==> src/rtl/onewire_master.sv <==
// 1-Wire bus master: runs one reset/presence, write-bit or read-bit slot per START strobe.
// The pad is open-drain: PAD_I is tied low and only PAD_T toggles between drive-low and release.
module onewire_master #(
    parameter int unsigned CLKS_PER_US = 50
) (
    input  logic       i_c,
    input  logic       i_r,
    input  logic       i_start,
    input  logic [1:0] i_cmd,
    input  logic       i_wbit,
    output logic       o_busy,
    output logic       o_done,
    output logic       o_rbit,
    output logic       o_presence,
    output logic       o_pad_i,
    output logic       o_pad_t,
    input  logic       i_pad_o
);

    localparam int unsigned   PW        = $clog2(CLKS_PER_US);
    localparam logic [PW-1:0] PRESC_MAX = PW'(CLKS_PER_US - 1);

    localparam logic [1:0] CMD_RESET = 2'b00;
    localparam logic [1:0] CMD_WRITE = 2'b01;
    localparam logic [1:0] CMD_READ  = 2'b10;
    localparam logic [1:0] CMD_RSVD  = 2'b11;

    typedef enum logic [1:0] {
        StIdle,
        StLow,
        StRelease
    } state_t;

    state_t        r_state;
    state_t        w_state_next;
    logic [1:0]    r_cmd;
    logic          r_wbit;
    logic [PW-1:0] r_presc;
    logic [9:0]    r_us_cnt;
    logic [1:0]    r_sync;
    logic          r_rbit;
    logic          r_presence;
    logic          r_done;

    logic          w_accept;
    logic          w_tick;
    logic          w_bus_s;
    logic [9:0]    w_low_us;
    logic [9:0]    w_samp_us;
    logic [9:0]    w_total_us;
    logic          w_low_end;
    logic          w_samp_hit;
    logic          w_slot_end;

    assign w_accept = (r_state == StIdle) && i_start && (i_cmd != CMD_RSVD);
    assign w_tick   = (r_presc == PRESC_MAX);
    assign w_bus_s  = r_sync[1];

    // Slot profile in microseconds, selected by the latched command.
    always_comb begin
        w_low_us   = 10'd6;
        w_samp_us  = 10'd14;
        w_total_us = 10'd70;
        case (r_cmd)
            CMD_RESET: begin
                w_low_us   = 10'd480;
                w_samp_us  = 10'd550;
                w_total_us = 10'd960;
            end
            CMD_WRITE: begin
                w_low_us   = r_wbit ? 10'd6 : 10'd60;
                w_samp_us  = 10'd0;
                w_total_us = 10'd70;
            end
            default: begin
                w_low_us   = 10'd6;
                w_samp_us  = 10'd14;
                w_total_us = 10'd70;
            end
        endcase
    end

    // Each event fires on the tick that moves us_cnt onto the target value.
    assign w_low_end  = w_tick && (r_us_cnt == w_low_us - 10'd1);
    assign w_samp_hit = w_tick && (r_us_cnt == w_samp_us - 10'd1);
    assign w_slot_end = w_tick && (r_us_cnt == w_total_us - 10'd1);

    always_comb begin
        w_state_next = r_state;
        unique case (r_state)
            StIdle:    if (w_accept)   w_state_next = StLow;
            StLow:     if (w_low_end)  w_state_next = StRelease;
            StRelease: if (w_slot_end) w_state_next = StIdle;
            default:                   w_state_next = StIdle;
        endcase
    end

    always_ff @(posedge i_c) begin
        if (i_r) begin
            r_state <= StIdle;
        end else begin
            r_state <= w_state_next;
        end
    end

    always_ff @(posedge i_c) begin
        if (i_r) begin
            r_cmd      <= CMD_RESET;
            r_wbit     <= 1'b0;
            r_presc    <= '0;
            r_us_cnt   <= '0;
            r_sync     <= 2'b11;
            r_rbit     <= 1'b0;
            r_presence <= 1'b0;
            r_done     <= 1'b0;
        end else begin
            r_sync <= {r_sync[0], i_pad_o};
            r_done <= (r_state == StRelease) && w_slot_end;

            if (w_accept) begin
                r_cmd    <= i_cmd;
                r_wbit   <= i_wbit;
                r_presc  <= '0;
                r_us_cnt <= '0;
            end else begin
                r_presc <= w_tick ? '0 : r_presc + PW'(1);
                if ((r_state != StIdle) && w_tick) begin
                    r_us_cnt <= r_us_cnt + 10'd1;
                end
            end

            // Sample point always lies in the release phase, so it is reached exactly once.
            if ((r_state == StRelease) && w_samp_hit) begin
                if (r_cmd == CMD_RESET) begin
                    r_presence <= ~w_bus_s;
                end else if (r_cmd == CMD_READ) begin
                    r_rbit <= w_bus_s;
                end
            end
        end
    end

    assign o_busy     = (r_state != StIdle);
    assign o_done     = r_done;
    assign o_rbit     = r_rbit;
    assign o_presence = r_presence;
    assign o_pad_i    = 1'b0;
    assign o_pad_t    = (r_state != StLow);

endmodule
==> config.mk <==
export PLATFORM = sky130hd
export DESIGN_NAME = onewire_master
export DESIGN_NICKNAME = d
export VERILOG_FILES = /design/src/rtl/onewire_master.sv
export SDC_FILE = /design/constraint.sdc
export NUM_CORES = 1
export LEC_CHECK = 0
export ABC_AREA = 1
export ABC_CLOCK_PERIOD_IN_PS = 2200
export BUFFER_PORTS_ARGS = -buffer_cell sky130_fd_sc_hd__buf_2
export CAP_MARGIN = 25
export CORE_UTILIZATION = 58
export DETAILED_ROUTE_END_ITERATION = 8
export PLACE_DENSITY = 0.79
export SYNTH_ARGS = -nofsm -noshare
export SYNTH_HDL_FRONTEND = slang
export SYNTH_SLANG_ARGS = --single-unit
==> constraint.sdc <==
create_clock -name i_c -period 2.2 [get_ports i_c]
set_input_delay 0.33 -clock i_c [delete_from_list [all_inputs] [get_ports i_c]]
set_output_delay 0.33 -clock i_c [all_outputs]
set_load 0.1 [all_outputs]
==> results of run 1 <==
==> metrics by stage <==
| stage | setup slack [ps] | util | std cells | total power, µW |
|---|---|---|---|---|
| 2_1_floorplan | 486 | - | 230 | 633 |
| 3_3_place_gp | 416 | 0.676 | 267 | 663 |
| 3_5_place_dp | 275 | 0.676 | 267 | 668 |
| 4_1_cts | 235 | 0.698 | 271 | 999 |
| 5_1_grt | 24.3 | 0.698 | 271 | 1040 |
| 6_report | 220 | 0.698 | 271 | 996 |
==> worst max-delay path, delay by kind of cell, from the launching register on <==
kind / cells / cell delay, ps
adder cells (fa/ha/maj): 1 / 300
buffers and inverters: 3 / 270
flip-flops: 1 / 470
AND/OR/NAND/NOR: 10 / 900
==> cells in the final DEF, fill, tap and decap left out, types with 3 or more instances in the layout <==
master    netlist  final
nor3_1          4      4
clkbuf_4        0      3
ha_1            4      4
nand3_1        16     16
nor2_2          3      3
inv_1          30     30
nand4_1         6      6
nand2_1        59     59
o21ai_0        10     10
nor2_1         34     34
dfxtp_1        26     26
buf_2           1     11
a21oi_1        13     13
or2_2           3      3
==> report_power, final <==
group          total [µW]  internal (µW)  switching (µW)
registers             493            483            10.5
logic                 168           48.4             120
clock network         334            185             149
total                 996            716             280
==> cells in the mapped netlist <==
cell type / instances / area share
nand3_1: 16 / 0.054
nand3_2: 2 / 0.013
nand2_2: 2 / 0.0084
a31oi_1: 1 / 0.0042
nor2_2: 3 / 0.013
conb_1: 1 / 0.0025
xnor2_1: 1 / 0.0059
nor3_2: 1 / 0.0067
inv_1: 30 / 0.076
a211oi_2: 1 / 0.0084
nand2_1: 59 / 0.15
nor2_1: 34 / 0.086
o21a_1: 2 / 0.010
clkbuf_2: 1 / 0.0034
o21ai_0: 10 / 0.034
nand4_1: 6 / 0.025
xor2_1: 1 / 0.0059
a21oi_1: 13 / 0.044
nand3b_1: 2 / 0.010
dfxtp_1: 26 / 0.35
buf_4: 1 / 0.0051
ha_1: 4 / 0.034
or2_2: 3 / 0.013
inv_2: 2 / 0.0051
buf_2: 1 / 0.0034
nor2_4: 1 / 0.0076
nor3_1: 4 / 0.013
nor3b_1: 2 / 0.010
==> logic make-up (layout without fill, tap and decap cells) <==
group | count (synthesis) | in the layout | share of synthesized area
AO/OA/AOI/OAI | 27 | 27 | 0.100
XOR/XNOR | 2 | 2 | 0.0118
adder cells (fa/ha/maj) | 4 | 4 | 0.0337
buffers and inverters | 35 | 48 | 0.0926
flip-flops | 26 | 26 | 0.350
other | 1 | 1 | 0.00252
AND/OR/NAND/NOR | 135 | 135 | 0.409
==> registers in the layout, indices dropped and copies added, names as in the netlist <==
register,cells
o_done,1
o_presence,1
o_rbit,1
r_cmd,2
r_presc,6
r_state,2
r_sync,2
r_us_cnt,10
r_wbit,1
==> final cells by class <==
class                           count  area, µm²  share of cell area
Clock buffer                        3       22.5              0.0139
Clock inverter                      1       30.0              0.0185
Tap cell                           28       35.0              0.0216
Sequential cell                    26        520               0.321
Multi-Input combinational cell    169        828               0.512
Timing Repair Buffer               12       62.6              0.0386
Inverter                           32        120              0.0742
==> layer usage <==
metal | up-vias | wire (µm) | global-route usage | part of all wire
met4 | 0 | 41 | 0.0921 | 0.013
met3 | 5 | 156 | 0.0609 | 0.050
met2 | 45 | 1440 | 0.460 | 0.46
met5 | - | 0 | 0 | 0
met1 | 666 | 1480 | 0.324 | 0.47
li1 | 756 | - | - | -
==> worst paths after layout <==
path                                       startpoint                       to  slack (ps)
worst max-delay path            r_cmd[1]$_SDFFE_PP0P_  r_state[1]$_SDFFE_PP0P_         220
worst min register to register   r_sync[0]$_SDFF_PP1_     r_sync[1]$_SDFF_PP1_         430
worst min-delay path                          i_pad_o     r_sync[0]$_SDFF_PP1_         160
worst max register to register  r_cmd[1]$_SDFFE_PP0P_  r_state[1]$_SDFFE_PP0P_         220
==> key figures, run 1 <==
Run status
  – Status: finished, final reports clean

Critical path
  – Crit-path cells: inv_2 > nand2_1 > inv_1 > ha_1 > inv_1 > nand2_1 > nand3_1 > nor2_1 > nand2_1 > nor2_1 > nand3_1 > nor2_1 > nor2_1 > nor2_1
  – Reg2reg path depth: 14
  – Worst Setup Start Kind: register
  – Cell mode on critical path: nor2_1
  – CP arrival: 2260 ps
  – Setup crit end kind: register
  – Critical path fanouts, max: 6
  – CP max stage cell: dfxtp_1
  – Critical Path RT: 2480 ps
  – CP max stage delay: ~470 ps
  – Worst Path Class, Setup: reg2reg

Min path
  – Min-Delay Path Depth: 2
  – Hold Path Class: in2reg

Routing
  – Via total after detailed routing: 1472
  – DRC: 0
  – Routed WL per cell: 11.5 µm
  – Number of DRC markers in iteration 0: 65
  – Via density: around 5.4
  – Drt pass-1 iters: 4
  – Post-Route WL: 3120 µm
  – Antenna Nets Post-Route: 0

STA
  – Min Tclk post-route: roughly 2000 ps
  – Fin. Hold Viols: 0
  – RSZ-0062 raised after global routing: false
  – Hold_ws: roughly 160 ps
  – Pins over their slew limit: 0
  – Tcrit/Tclk final: 0.900
  – Final setup violation count: 0
  – Fmax: 505 MHz
  – Final setup TNS: 0 ps
  – Worst Skew: 3.42 ps

CTS
  – CTS H-tree depth: 1
  – CTS tree: done
  – Clock root buffer: clkbuf_4
  – TritonCTS Buffers: 3
  – Register clock-pin slew on the reported worst setup and hold paths: 140 ps
  – Clock Latency Late Sink: ~340 ps
  – Worst-case clock buffer depth: 2
  – # resized after CTS: 0
  – Hold buffer count at cts: 0
  – CTS sink count: 26
  – Setup Buffers After CTS: 0

Final layout
  – Share of post-route cells with drive strength above 1: 0.128
  – Diodes inserted: 0
  – Layout net count: between 200 and 300
  – Area Growth Syn to Fin: 8.92%
  – Number of fill cells: 200
  – Design Area, Final: 1620 µm²

Synth
  – Cell area after synthesis: 1490 µm²
  – Post-Syn Nets: 241
  – Syn_area_per_cell: 6.46 µm²
  – Post-synth cell types: 28
  – Syn Inst Count: 230
  – Sequential area share after synthesis: 0.350
  – Synthesis Warnings: 0
  – Synthesis-stage register bit count: 26

Floorplan
  – Total die area: 2770 µm²
  – Core footprint: about 2300 µm²
  – DIE WIDTH: 52.6 µm
  – Die height: around 53 µm
  – Rows: 17
  – Starting density of the core: 0.641
  – # IOs: 13

Power and ir drop
  – Peak VDD IR: a little over 600 µV
  – Leakage power: 0.000686 µW
  – Pwr/cell area: 615 nW/µm²

Global routing
  – First-pass GRT wire length: 5320 µm
  – Vias in the first global route: 1239
  – Grt ovf: 0
  – Initial antenna violation count: 0
  – Tot GR Track Use: 0.268
  – Pin count of the biggest net entering global routing: 16

Run
  – Max-Cap Viols: 0

Placement
  – Post-placement cell area: between 1500 and 2000 µm²
  – Routability cong.: roughly 0.9
  – PortBufs: 11
  – Final HPWL DP: 2400 µm
No activity file was read; power rests on OpenSTA's default activity.
==> run 2: changes to the inputs <==
- ABC_AREA: 1 -> 0
- CORE_UTILIZATION: 58 -> 50
- PLACE_DENSITY: 0.79 -> 0.7
- SKIP_CTS_REPAIR_TIMING: unset -> 1
==> run 2 against run 1 <==
Register-to-register slack lost 20 ps; utilization shrank 11 points; combinational power shrank 30%; first-iteration DRC count shrank 48%; setup slack lost 20 ps; clock power shrank 28%; die area grew 8.5%; wire length shrank 5.8%; fmax shrank 0.99%; critical endpoint unchanged.
==> key figures, run 2 <==
Run status
  – Status: finished, final reports clean

Floorplan
  – DIE WIDTH: 54.8 µm (+4.2%)
  – Die height: 54.8 µm (+4.2%)
  – Total die area: 3010 µm² (+8.5%)
  – Rows: 18 (+1)
  – Starting density of the core: 0.543 (-0.0978)
  – # IOs: 13 (unchanged)
  – Core footprint: 2570 µm² (+11%)

Routing
  – Via total after detailed routing: 1165 (-21%)
  – Post-Route WL: 2930 µm (-5.8%)
  – Number of DRC markers in iteration 0: 34 (-48%)
  – Via density: 5.83 (+7.2%)
  – Drt pass-1 iters: 4 (unchanged)
  – Routed WL per cell: 14.7 µm (+28%)
  – Antenna Nets Post-Route: 0 (unchanged)
  – DRC: 0 (unchanged)

Global routing
  – Initial antenna violation count: 0 (unchanged)
  – Vias in the first global route: 1056 (-15%)
  – First-pass GRT wire length: 4650 µm (-13%)
  – Grt ovf: 0 (unchanged)
  – Pin count of the biggest net entering global routing: 15 (-1)
  – Tot GR Track Use: 0.219 (-0.0485)

Power and ir drop
  – Pwr/cell area: 562 nW/µm² (-8.6%)
  – Clock Power Share: 0.281 (-0.055)
  – Peak VDD IR: 425 µV (-31%)
  – Switching Share: 0.271 (-0.0104)
  – Pint: 621 µW (-13%)
  – Sequential Power Share: 0.581 (+0.086)
  – Leakage power: 0.000596 µW (-13%)
  – Logic gate share of total power: 0.137 (-0.032)
  – Sw Pwr: 231 µW (-18%)

Synth
  – Yosys top cell area share: 0.373 (+0.0229)
  – Commonest cells in the netlist: dfxtp_1, nor2_1, nand2_1, xor2_1, nand3_1
  – Synth area leader: dfxtp_1
  – Synthesis-stage register bit count: 26 (unchanged)
  – Syn_area_per_cell: 8.77 µm² (+36%)
  – Cell area after synthesis: 1400 µm² (-6.1%)
  – Async SR Flop Fraction: 0 (unchanged)
  – Post-synth cell types: 45 (+61%)
  – EDFF count, synth: 0 (unchanged)
  – Count leader, synth: dfxtp_1
  – Synthesis Warnings: 0 (unchanged)
  – Ranking of synthesized cells by area: dfxtp_1, xor2_1, nor2_1, ha_1, nand3_1
  – Sequential area share after synthesis: 0.373 (+0.0229)
  – Post-Syn Nets: 170 (-29%)
  – Dominant synthesized flop cell: dfxtp_1
  – Syn Inst Count: 159 (-31%)

Run
  – Max-Cap Viols: 0 (unchanged)

Final layout
  – Largest register by flop count: r_us_cnt
  – Non-filler cells, final: 200 (-26%)
  – Share of post-route cells with drive strength above 1: 0.176 (+0.0489)
  – Biggest regs: r_us_cnt x10, r_presc x6
  – Commonest non-fill, non-tap cell in the layout: dfxtp_1
  – Number of fill cells: 239 (+20%)
  – Layout net count: 182 (-29%)
  – Diodes inserted: 0 (unchanged)
  – Max reg flops: 10 (unchanged)
  – Most frequent cells in the layout: dfxtp_1, nor2_1, nand2_1, xor2_1, buf_2
  – Area Growth Syn to Fin: 8.61%

Critical path
  – Worst Setup Start Kind: register
  – Crit-path leading delay family: compound AO/OA/AOI/OAI gates
  – Critical path buffer and inverter count: 0 (-3)
  – Worst r2r src: r_cmd[0]$_SDFFE_PP0P_
  – Setup crit end kind: register
  – Critical Path RT: 2450 ps (-30 ps)
  – Crit-path cells: a21oi_1 > ha_1 > nor2b_1 > a221o_1 > mux2i_1 > o2111ai_1 > o31ai_2
  – CP arrival: 2250 ps (about the same)
  – Worst Path Class, Setup: reg2reg
  – Crit path launch: r_cmd[0]$_SDFFE_PP0P_
  – CP max stage cell: dfxtp_2
  – Critical path fanouts, max: 9 (+3)
  – CP max stage delay: 390 ps (-80 ps)

STA
  – RSZ-0062 raised after global routing: false
  – Final setup violation count: 0 (unchanged)
  – Min Tclk post-route: 2000 ps (+19.9 ps)
  – Fin. Hold Viols: 0 (unchanged)
  – Tcrit/Tclk final: 0.909 (+0.00903)
  – Fmax: 500 MHz (-0.99%)
  – Pins over their slew limit: 0 (unchanged)
  – Worst Skew: 3.85 ps (+0.431 ps)
  – Final setup TNS: 0 ps (unchanged)

Placement
  – PortBufs: 11 (unchanged)
  – Cells after DPL: 196 (-27%)
  – Routability cong.: 0.878 (-2.5%)
  – Final HPWL DP: 2090 µm (-13%)

CTS
  – Clock root buffer: clkbuf_4
  – TritonCTS Buffers: 3 (unchanged)
  – CTS H-tree depth: 1 (unchanged)
  – Register clock-pin slew on the reported worst setup and hold paths: 140 ps (about the same)
  – Worst-case clock buffer depth: 2 (unchanged)
  – CTS sink count: 26 (unchanged)
  – Clock Latency Late Sink: 320 ps (-20 ps)
  – CTS tree: done

Min path
  – Hold Path Class: in2reg
  – HP Start: i_pad_o
-- run 2: worst paths after layout --
path | endpoint | depth (start not counted) | slack [ps]
hold reg to reg | r_sync[1]$_SDFF_PP1_ | 1 | 430
setup / recovery | r_state[1]$_SDFFE_PP0P_ | 7 | 200
hold / removal | r_sync[0]$_SDFF_PP1_ | 2 | 180
setup reg to reg | r_state[1]$_SDFFE_PP0P_ | 7 | 200
-- run 2: power by group through the flow --
stage | Combinational [µW] | Clock (µW) | Sequential [µW]
detailed placement | 114 | 0 | 504
floorplan | 99.2 | 0 | 497
CTS | 116 | 251 | 494
global route | 126 | 260 | 498
finish | 117 | 240 | 495
global placement | 110 | 0 | 503
-- run 2: cell type report --
class | count | area [µm²] | share of cell area
tap | 30 | 37.5 | 0.0248
sequential | 26 | 523 | 0.345
multi-input combinational | 122 | 822 | 0.543
timing repair buffer | 15 | 85.1 | 0.0562
inverter | 3 | 11.3 | 0.00743
clock buffer | 4 | 36.3 | 0.0239
-- run 2: metrics by stage --
stage | util | hold slack [ps] | total power, µW | cell area [µm²] | worst slack (ps)
2_1_floorplan | - | 389 | 596 | 1400 | 221
3_3_place_gp | 0.572 | 393 | 613 | 1470 | 291
3_5_place_dp | 0.572 | 399 | 618 | 1470 | 188
4_1_cts | 0.586 | 164 | 860 | 1500 | 55.0
5_1_grt | 0.590 | 175 | 884 | 1520 | 60.0
6_report | 0.590 | 176 | 852 | 1520 | 200
-- run 2: cells by family after synthesis --
logic type                 count (synthesis)  synth area share
muxes                                      3            0.0215
buffers and inverters                     11            0.0439
and+or+nand+nor                           77             0.315
DFF                                       26             0.373
xor gates and xnor gates                  15            0.0942
AOI/OAI and AO/OA                         22             0.114
adders and majority gates                  4            0.0359
other                                      1           0.00269
-- run 2: worst register-to-register path, cell delays in order, from the launching register on --
cell and delay (ps):
dfxtp_2 390, a21oi_1 320, ha_1 250, nor2b_1 140, a221o_1 160, mux2i_1 300, o2111ai_1 170, o31ai_2 190
-- run 2: layer usage --
| metal | track usage | wire length [µm] |
|---|---|---|
| met1 | 0.281 | 1380 |
| met2 | 0.355 | 1340 |
| met3 | 0.0278 | 118 |
| met4 | 0.111 | 91 |
| met5 | 0 | 0 |
